[config.mk]
export PLATFORM = sky130hd
export DESIGN_NAME = alu_result_buffer_flat
export DESIGN_NICKNAME = d
export VERILOG_FILES = /design/src/rtl/alu_result_buffer_if.sv /design/src/rtl/alu_result_buffer.sv /design/src/flat_wrapper.sv
export SDC_FILE = /design/constraint.sdc
export NUM_CORES = 1
export LEC_CHECK = 0
export CAP_MARGIN = 5
export CELL_PAD_IN_SITES_DETAIL_PLACEMENT = 0
export CELL_PAD_IN_SITES_GLOBAL_PLACEMENT = 1
export CORE_ASPECT_RATIO = 2
export CORE_MARGIN = 5
export CORE_UTILIZATION = 45
export DETAILED_ROUTE_END_ITERATION = 10
export PLACE_DENSITY_LB_ADDON = 0.3
export SYNTH_ARGS = -nofsm -noshare
export SYNTH_HDL_FRONTEND = slang
export SYNTH_SLANG_ARGS = --single-unit
[constraint.sdc]
create_clock -name clk -period 1.9 [get_ports clk]
set_input_delay 0.19 -clock clk [delete_from_list [all_inputs] [get_ports clk]]
set_output_delay 0.19 -clock clk [all_outputs]
set_load 0.03 [all_outputs]
[src/rtl/alu_result_buffer_if.sv]
// Handshake bus between the ALU, alu_result_buffer and its consumer.
// slave = buffer side, master = producer/consumer side.
interface alu_result_buffer_if #(
    parameter int unsigned WIDTH = 32
);
    logic             in_valid;
    logic             in_ready;
    logic [2:0]       f_in;
    logic [WIDTH-1:0] y_in;
    logic             of_in;
    logic             zero_in;
    logic             out_valid;
    logic             out_ready;
    logic [2:0]       f_out;
    logic [WIDTH-1:0] y_out;
    logic             of_out;
    logic             zero_out;

    modport slave (
        input  in_valid, f_in, y_in, of_in, zero_in, out_ready,
        output in_ready, out_valid, f_out, y_out, of_out, zero_out
    );

    modport master (
        output in_valid, f_in, y_in, of_in, zero_in, out_ready,
        input  in_ready, out_valid, f_out, y_out, of_out, zero_out
    );
endinterface

[src/rtl/alu_result_buffer.sv]
// FIFO buffer for ALU results with saturating overflow/zero statistics.
// Define ALU_RESULT_BYPASS_EN to pass results straight through an empty buffer.
module alu_result_buffer #(
    parameter int unsigned WIDTH = 32,
    parameter int unsigned DEPTH = 4,
    parameter int unsigned CNT_W = 16
) (
    input  logic                     clk,
    input  logic                     reset,
    alu_result_buffer_if.slave       bus,
    output logic [$clog2(DEPTH):0]   count,
    input  logic                     clr_stats,
    output logic [CNT_W-1:0]         of_cnt,
    output logic [CNT_W-1:0]         zero_cnt
);
    localparam int unsigned PW = $clog2(DEPTH);
    localparam int unsigned CW = PW + 1;
    localparam int unsigned EW = WIDTH + 5;

    logic [EW-1:0]    mem_q [DEPTH];
    logic [EW-1:0]    mem_d [DEPTH];
    logic [PW-1:0]    wr_ptr_q, wr_ptr_d;
    logic [PW-1:0]    rd_ptr_q, rd_ptr_d;
    logic [CW-1:0]    count_q, count_d;
    logic             rdy_q, rdy_d;
    logic [CNT_W-1:0] of_cnt_q, of_cnt_d;
    logic [CNT_W-1:0] zero_cnt_q, zero_cnt_d;

    logic          push, pop, store, byp, not_empty, of_inc, zero_inc;
    logic [EW-1:0] entry_in, head, shown;

    always_comb begin
        entry_in  = {bus.f_in, bus.y_in, bus.of_in, bus.zero_in};
        head      = mem_q[rd_ptr_q];
        not_empty = (count_q != '0);
        push      = bus.in_valid & rdy_q;
        pop       = not_empty & bus.out_ready;
`ifdef ALU_RESULT_BYPASS_EN
        byp       = ~not_empty & bus.in_valid & bus.out_ready & rdy_q;
`else
        byp       = 1'b0;
`endif
        // A bypassed result is consumed this cycle, so it never occupies a slot.
        store     = push & ~byp;
        shown     = byp ? entry_in : head;

        bus.in_ready  = rdy_q;
        bus.out_valid = not_empty | byp;
        bus.f_out     = shown[EW-1 -: 3];
        bus.y_out     = shown[WIDTH+1:2];
        bus.of_out    = shown[1];
        bus.zero_out  = shown[0];

        mem_d = mem_q;
        if (store) begin
            mem_d[wr_ptr_q] = entry_in;
        end
        wr_ptr_d = store ? wr_ptr_q + PW'(1) : wr_ptr_q;
        rd_ptr_d = pop   ? rd_ptr_q + PW'(1) : rd_ptr_q;

        count_d = count_q;
        if (store && !pop) begin
            count_d = count_q + CW'(1);
        end else if (pop && !store) begin
            count_d = count_q - CW'(1);
        end
        // Registered so in_ready stays low through reset and never sees out_ready.
        rdy_d = (count_d != CW'(DEPTH));

        of_inc   = push & bus.of_in;
        zero_inc = push & bus.zero_in;
        if (clr_stats) begin
            of_cnt_d   = CNT_W'(of_inc);
            zero_cnt_d = CNT_W'(zero_inc);
        end else begin
            of_cnt_d   = (of_inc && of_cnt_q != '1) ? of_cnt_q + CNT_W'(1) : of_cnt_q;
            zero_cnt_d = (zero_inc && zero_cnt_q != '1) ? zero_cnt_q + CNT_W'(1) : zero_cnt_q;
        end

        count    = count_q;
        of_cnt   = of_cnt_q;
        zero_cnt = zero_cnt_q;
    end

    always_ff @(posedge clk or negedge reset) begin
        if (!reset) begin
            for (int unsigned i = 0; i < DEPTH; i++) begin
                mem_q[i] <= '0;
            end
            wr_ptr_q   <= '0;
            rd_ptr_q   <= '0;
            count_q    <= '0;
            rdy_q      <= 1'b0;
            of_cnt_q   <= '0;
            zero_cnt_q <= '0;
        end else begin
            for (int unsigned i = 0; i < DEPTH; i++) begin
                mem_q[i] <= mem_d[i];
            end
            wr_ptr_q   <= wr_ptr_d;
            rd_ptr_q   <= rd_ptr_d;
            count_q    <= count_d;
            rdy_q      <= rdy_d;
            of_cnt_q   <= of_cnt_d;
            zero_cnt_q <= zero_cnt_d;
        end
    end
endmodule

[src/flat_wrapper.sv]
// flat-port wrapper written by rule: the top's interface ports become plain ports
module alu_result_buffer_flat 
#(
    parameter int unsigned WIDTH = 32,
    parameter int unsigned DEPTH = 4,
    parameter int unsigned CNT_W = 16
)
  (clk, reset, count, clr_stats, of_cnt, zero_cnt, bus_in_valid, bus_f_in, bus_y_in, bus_of_in, bus_zero_in, bus_out_ready, bus_in_ready, bus_out_valid, bus_f_out, bus_y_out, bus_of_out, bus_zero_out);
  alu_result_buffer_if #(.WIDTH(WIDTH)) bus_i ();
  input  logic clk;
  input  logic reset;
  output logic [$clog2(DEPTH):0] count;
  input  logic clr_stats;
  output logic [CNT_W-1:0] of_cnt;
  output logic [CNT_W-1:0] zero_cnt;
  input wire logic [$bits(bus_i.in_valid)-1:0] bus_in_valid;
  input wire logic [$bits(bus_i.f_in)-1:0] bus_f_in;
  input wire logic [$bits(bus_i.y_in)-1:0] bus_y_in;
  input wire logic [$bits(bus_i.of_in)-1:0] bus_of_in;
  input wire logic [$bits(bus_i.zero_in)-1:0] bus_zero_in;
  input wire logic [$bits(bus_i.out_ready)-1:0] bus_out_ready;
  output wire logic [$bits(bus_i.in_ready)-1:0] bus_in_ready;
  output wire logic [$bits(bus_i.out_valid)-1:0] bus_out_valid;
  output wire logic [$bits(bus_i.f_out)-1:0] bus_f_out;
  output wire logic [$bits(bus_i.y_out)-1:0] bus_y_out;
  output wire logic [$bits(bus_i.of_out)-1:0] bus_of_out;
  output wire logic [$bits(bus_i.zero_out)-1:0] bus_zero_out;
  assign bus_i.in_valid = bus_in_valid;
  assign bus_i.f_in = bus_f_in;
  assign bus_i.y_in = bus_y_in;
  assign bus_i.of_in = bus_of_in;
  assign bus_i.zero_in = bus_zero_in;
  assign bus_i.out_ready = bus_out_ready;
  assign bus_in_ready = bus_i.in_ready;
  assign bus_out_valid = bus_i.out_valid;
  assign bus_f_out = bus_i.f_out;
  assign bus_y_out = bus_i.y_out;
  assign bus_of_out = bus_i.of_out;
  assign bus_zero_out = bus_i.zero_out;
  alu_result_buffer #(.WIDTH(WIDTH), .DEPTH(DEPTH), .CNT_W(CNT_W)) u_core (.clk(clk), .reset(reset), .bus(bus_i), .count(count), .clr_stats(clr_stats), .of_cnt(of_cnt), .zero_cnt(zero_cnt));
endmodule
==> flow_summary.yaml <==
outcome:
  status: "finished, violations left"
  violations: "negative setup slack"
drt:
  first_pass_iters: 4
  routed_wl_um: 20700
  drtAntennaViolNets: 0
  num_vias: 5630
  viasPerCell: 5.44
  routedWlPerCell_um: 20.0
  drc: 0
  dr.first_iter.drc_count: 113
timing:
  final-setup-viol-count: 37
  whs_ns: 0.246
  max_freq_mhz: 493
  max-slew-margin-rel: 0.670
  rsz0062_at_grt: "yes"
  hold_viol: 0
  finClkSkew_ns: 0.00817
  slew_violations: 0
  fin_tns_setup_ns: -2.37
  worst_slack_ns: -0.130
  post-route-min-period_ns: 2.03
  finalCritPeriodShare: 1.07
  worst_pin_slew_ns: 0.489
setup_path:
  cpMostUsedCell: "buf_12"
  worst-path-buf-inv: 4
  cp-start-kind: "flip-flop"
  crit_fanout: 5
  cp_cell_sequence: "buf_12, buf_12, buf_8, mux4_2, buf_6"
  critical_path.top_delay_family: "buffers and inverters"
  rr_worst_depth: 7
  max_stage_delay_ns: 0.43
  reg2reg_slack_ns: 0.16
  crit_type: "flip-flop to output pin"
  r2r-start: "u_core.of_cnt[1]"
  required_ns: 1.71
  timing.rr.end: "u_core.of_cnt[14]"
  endpoint_kind: "output pin"
  critPathSlowestCell: "mux4_2"
  cp_data_arrival_time_ns: 1.84
job:
  cap_violations: 0
die:
  start_util: 0.457
  core-area_mm2: 0.0188
  dieArea_mm2: 0.0222
  rows: 71
  die_h_um: 206
  ios: 116
  die_x_um: 108
logic_synthesis:
  synth_area_mm2: 0.00860
  synth.avg_cell_area_um2: 14.3
  ys.flop_type: "dfrtp_1"
  synth_edf_count: 0
  synth_seq_cells: 188
  ys_seq_area_frac: 0.547
  yosys_warnings: 0
  synthesis.nets: 651
  ys_types: 46
  async_flop_share: 1.00
  postSynthCellCount: 600
place:
  numPortBuffers: 115
  dpl.hpwl_um: 14500
  gp_congestion: 0.818
global_route:
  overflow: 0
  grt_pass1_vias: 6415
  antenna_found_initial: 2
  grt_pass1_wl_um: 33600
  grt_max_degree: 49
  grtUsageTotal: 0.199
clock_network:
  cts_tree: "yes"
  cts_buffers: 17
  htree_levels: 4
  cts_root_buffer: "clkbuf_16"
  cts.sinks: 188
  clock_path_buffers: 2
  cts.clk_slew.worst_paths_ns: 0.07
  clock_latency_ns: 0.43
cells_and_area:
  fin_nets: 816
  area_growth_pct: 31.7
  utilization: 0.602
  final_layout_size_suffix_gt1_frac: 0.443
pwr:
  peakVddDrop_mv: 1.04
  p_leak_nw: 4.76
  total_power_mw: 20.4
  p_per_area_mw_per_mm2: 1800
worst_hold_path:
  min-delay-path-class: "primary input to async pin"
## through the flow
step,instance area [um2],instances,worst slack [ns]
after detailed placement,10500,989,-0.103
after global routing,11300,1034,-0.199
after global placement,10500,989,-0.0815
after CTS,11300,1029,-0.168
after floorplan,8610,600,0.0150
final,11300,1034,-0.130
## cells in the mapped netlist (all sizes together), types with 3 or more instances
master  number  share of area
clkbuf       7         0.0031
or4          3         0.0031
mux4        37          0.097
nand2       22          0.011
nand4        6         0.0044
nor3        12         0.0070
buf         21          0.012
nor2        29          0.013
dfrtp      188           0.55
nor4         5         0.0061
a21oi        7         0.0041
o21ai       11         0.0068
inv          9         0.0039
xor2         7         0.0071
o211ai       4         0.0035
and4         3         0.0031
mux2       149           0.19
nand3       20          0.013
ha           9          0.013
mux2i        4         0.0047
and3         5         0.0039
or2          5         0.0036
xnor2       15          0.015
or3          3         0.0022
## power by group
part | total, mW | internal (mW) | switching [mW]
registers | 6.69 | 5.75 | 0.935
clock network | 3.58 | 2.02 | 1.56
logic | 10.2 | 5.50 | 4.65
total | 20.4 | 13.3 | 7.14
## final cells by class
cell class | count | area, um2
Antenna cell | 1 | 2.50
Inverter | 9 | 33.8
Multi-Input combinational cell | 375 | 3770
Fill cell | 1527 | 7500
Timing Repair Buffer | 174 | 1900
Tap cell | 255 | 319
Sequential cell | 188 | 4710
Clock inverter | 12 | 138
Clock buffer | 20 | 457
## placed cells by master (no fill, tap or decap), drive strengths merged, types with 15 or more instances in the layout
cell type        n
buf             97
dfrtp          188
nor2            29
mux2           149
mux4            37
clkbuf          20
nand3           20
xnor2           15
clkdlybuf4s50   76
nand2           22
## flip-flops by register name (all words and copies together) (netlist names)
| register | flops |
|---|---|
| u_core.mem_q | 148 |
| u_core.of_cnt | 16 |
| u_core.zero_cnt | 16 |
| u_core.count | 3 |
| u_core.rd_ptr_q | 2 |
| u_core.wr_ptr_q | 2 |
| u_core.bus.in_ready | 1 |
## worst register-to-register path, delay by kind of cell, from the launching register on
family / cells / cell delay [ns]
AND/OR/NAND/NOR: 4 / 0.64
flip-flops: 1 / 0.40
adder cells (fa/ha/maj): 1 / 0.22
buffers and inverters: 1 / 0.20
XOR/XNOR: 1 / 0.17
## worst max-delay path by stage
stage	start	to	slack, ns	cells past startpoint
3_3_place_gp	u_core.rd_ptr_q[0]	bus_y_out[10]	-0.08	3
6_report	u_core.rd_ptr_q[0]	bus_of_out	-0.13	5
4_1_cts	u_core.rd_ptr_q[0]	bus_of_out	-0.17	5
5_1_grt	u_core.rd_ptr_q[0]	bus_of_out	-0.20	5
2_1_floorplan	u_core.of_cnt[0]	u_core.of_cnt[0]	0.02	7
3_5_place_dp	bus_in_valid	u_core.zero_cnt[9]	-0.10	7
## routing by layer
layer / wire, um / track usage
met1: 7460 / 0.213
met2: 12100 / 0.376
met3: 646 / 0.0386
met4: 491 / 0.0777
met5: 7 / 0
## kinds of logic after synthesis
family                     Yosys count  synth area share
muxes                              190             0.296
adders and majority gates            9            0.0131
xor gates and xnor gates            22            0.0224
DFF                                188             0.547
AOI/OAI and AO/OA                   29            0.0209
buffers and inverters               37            0.0188
and+or+nand+nor                    125            0.0816
## repair_timing
item                       CTS  global route
hold endpoints to repair    39             0
hold buffers                 1             0
setup endpoints to repair   38            48
pin swaps                    0             3
resized for setup          236            12
gates cloned                 2             1
setup buffers                5             4
No activity file was read; power rests on OpenSTA's default activity.
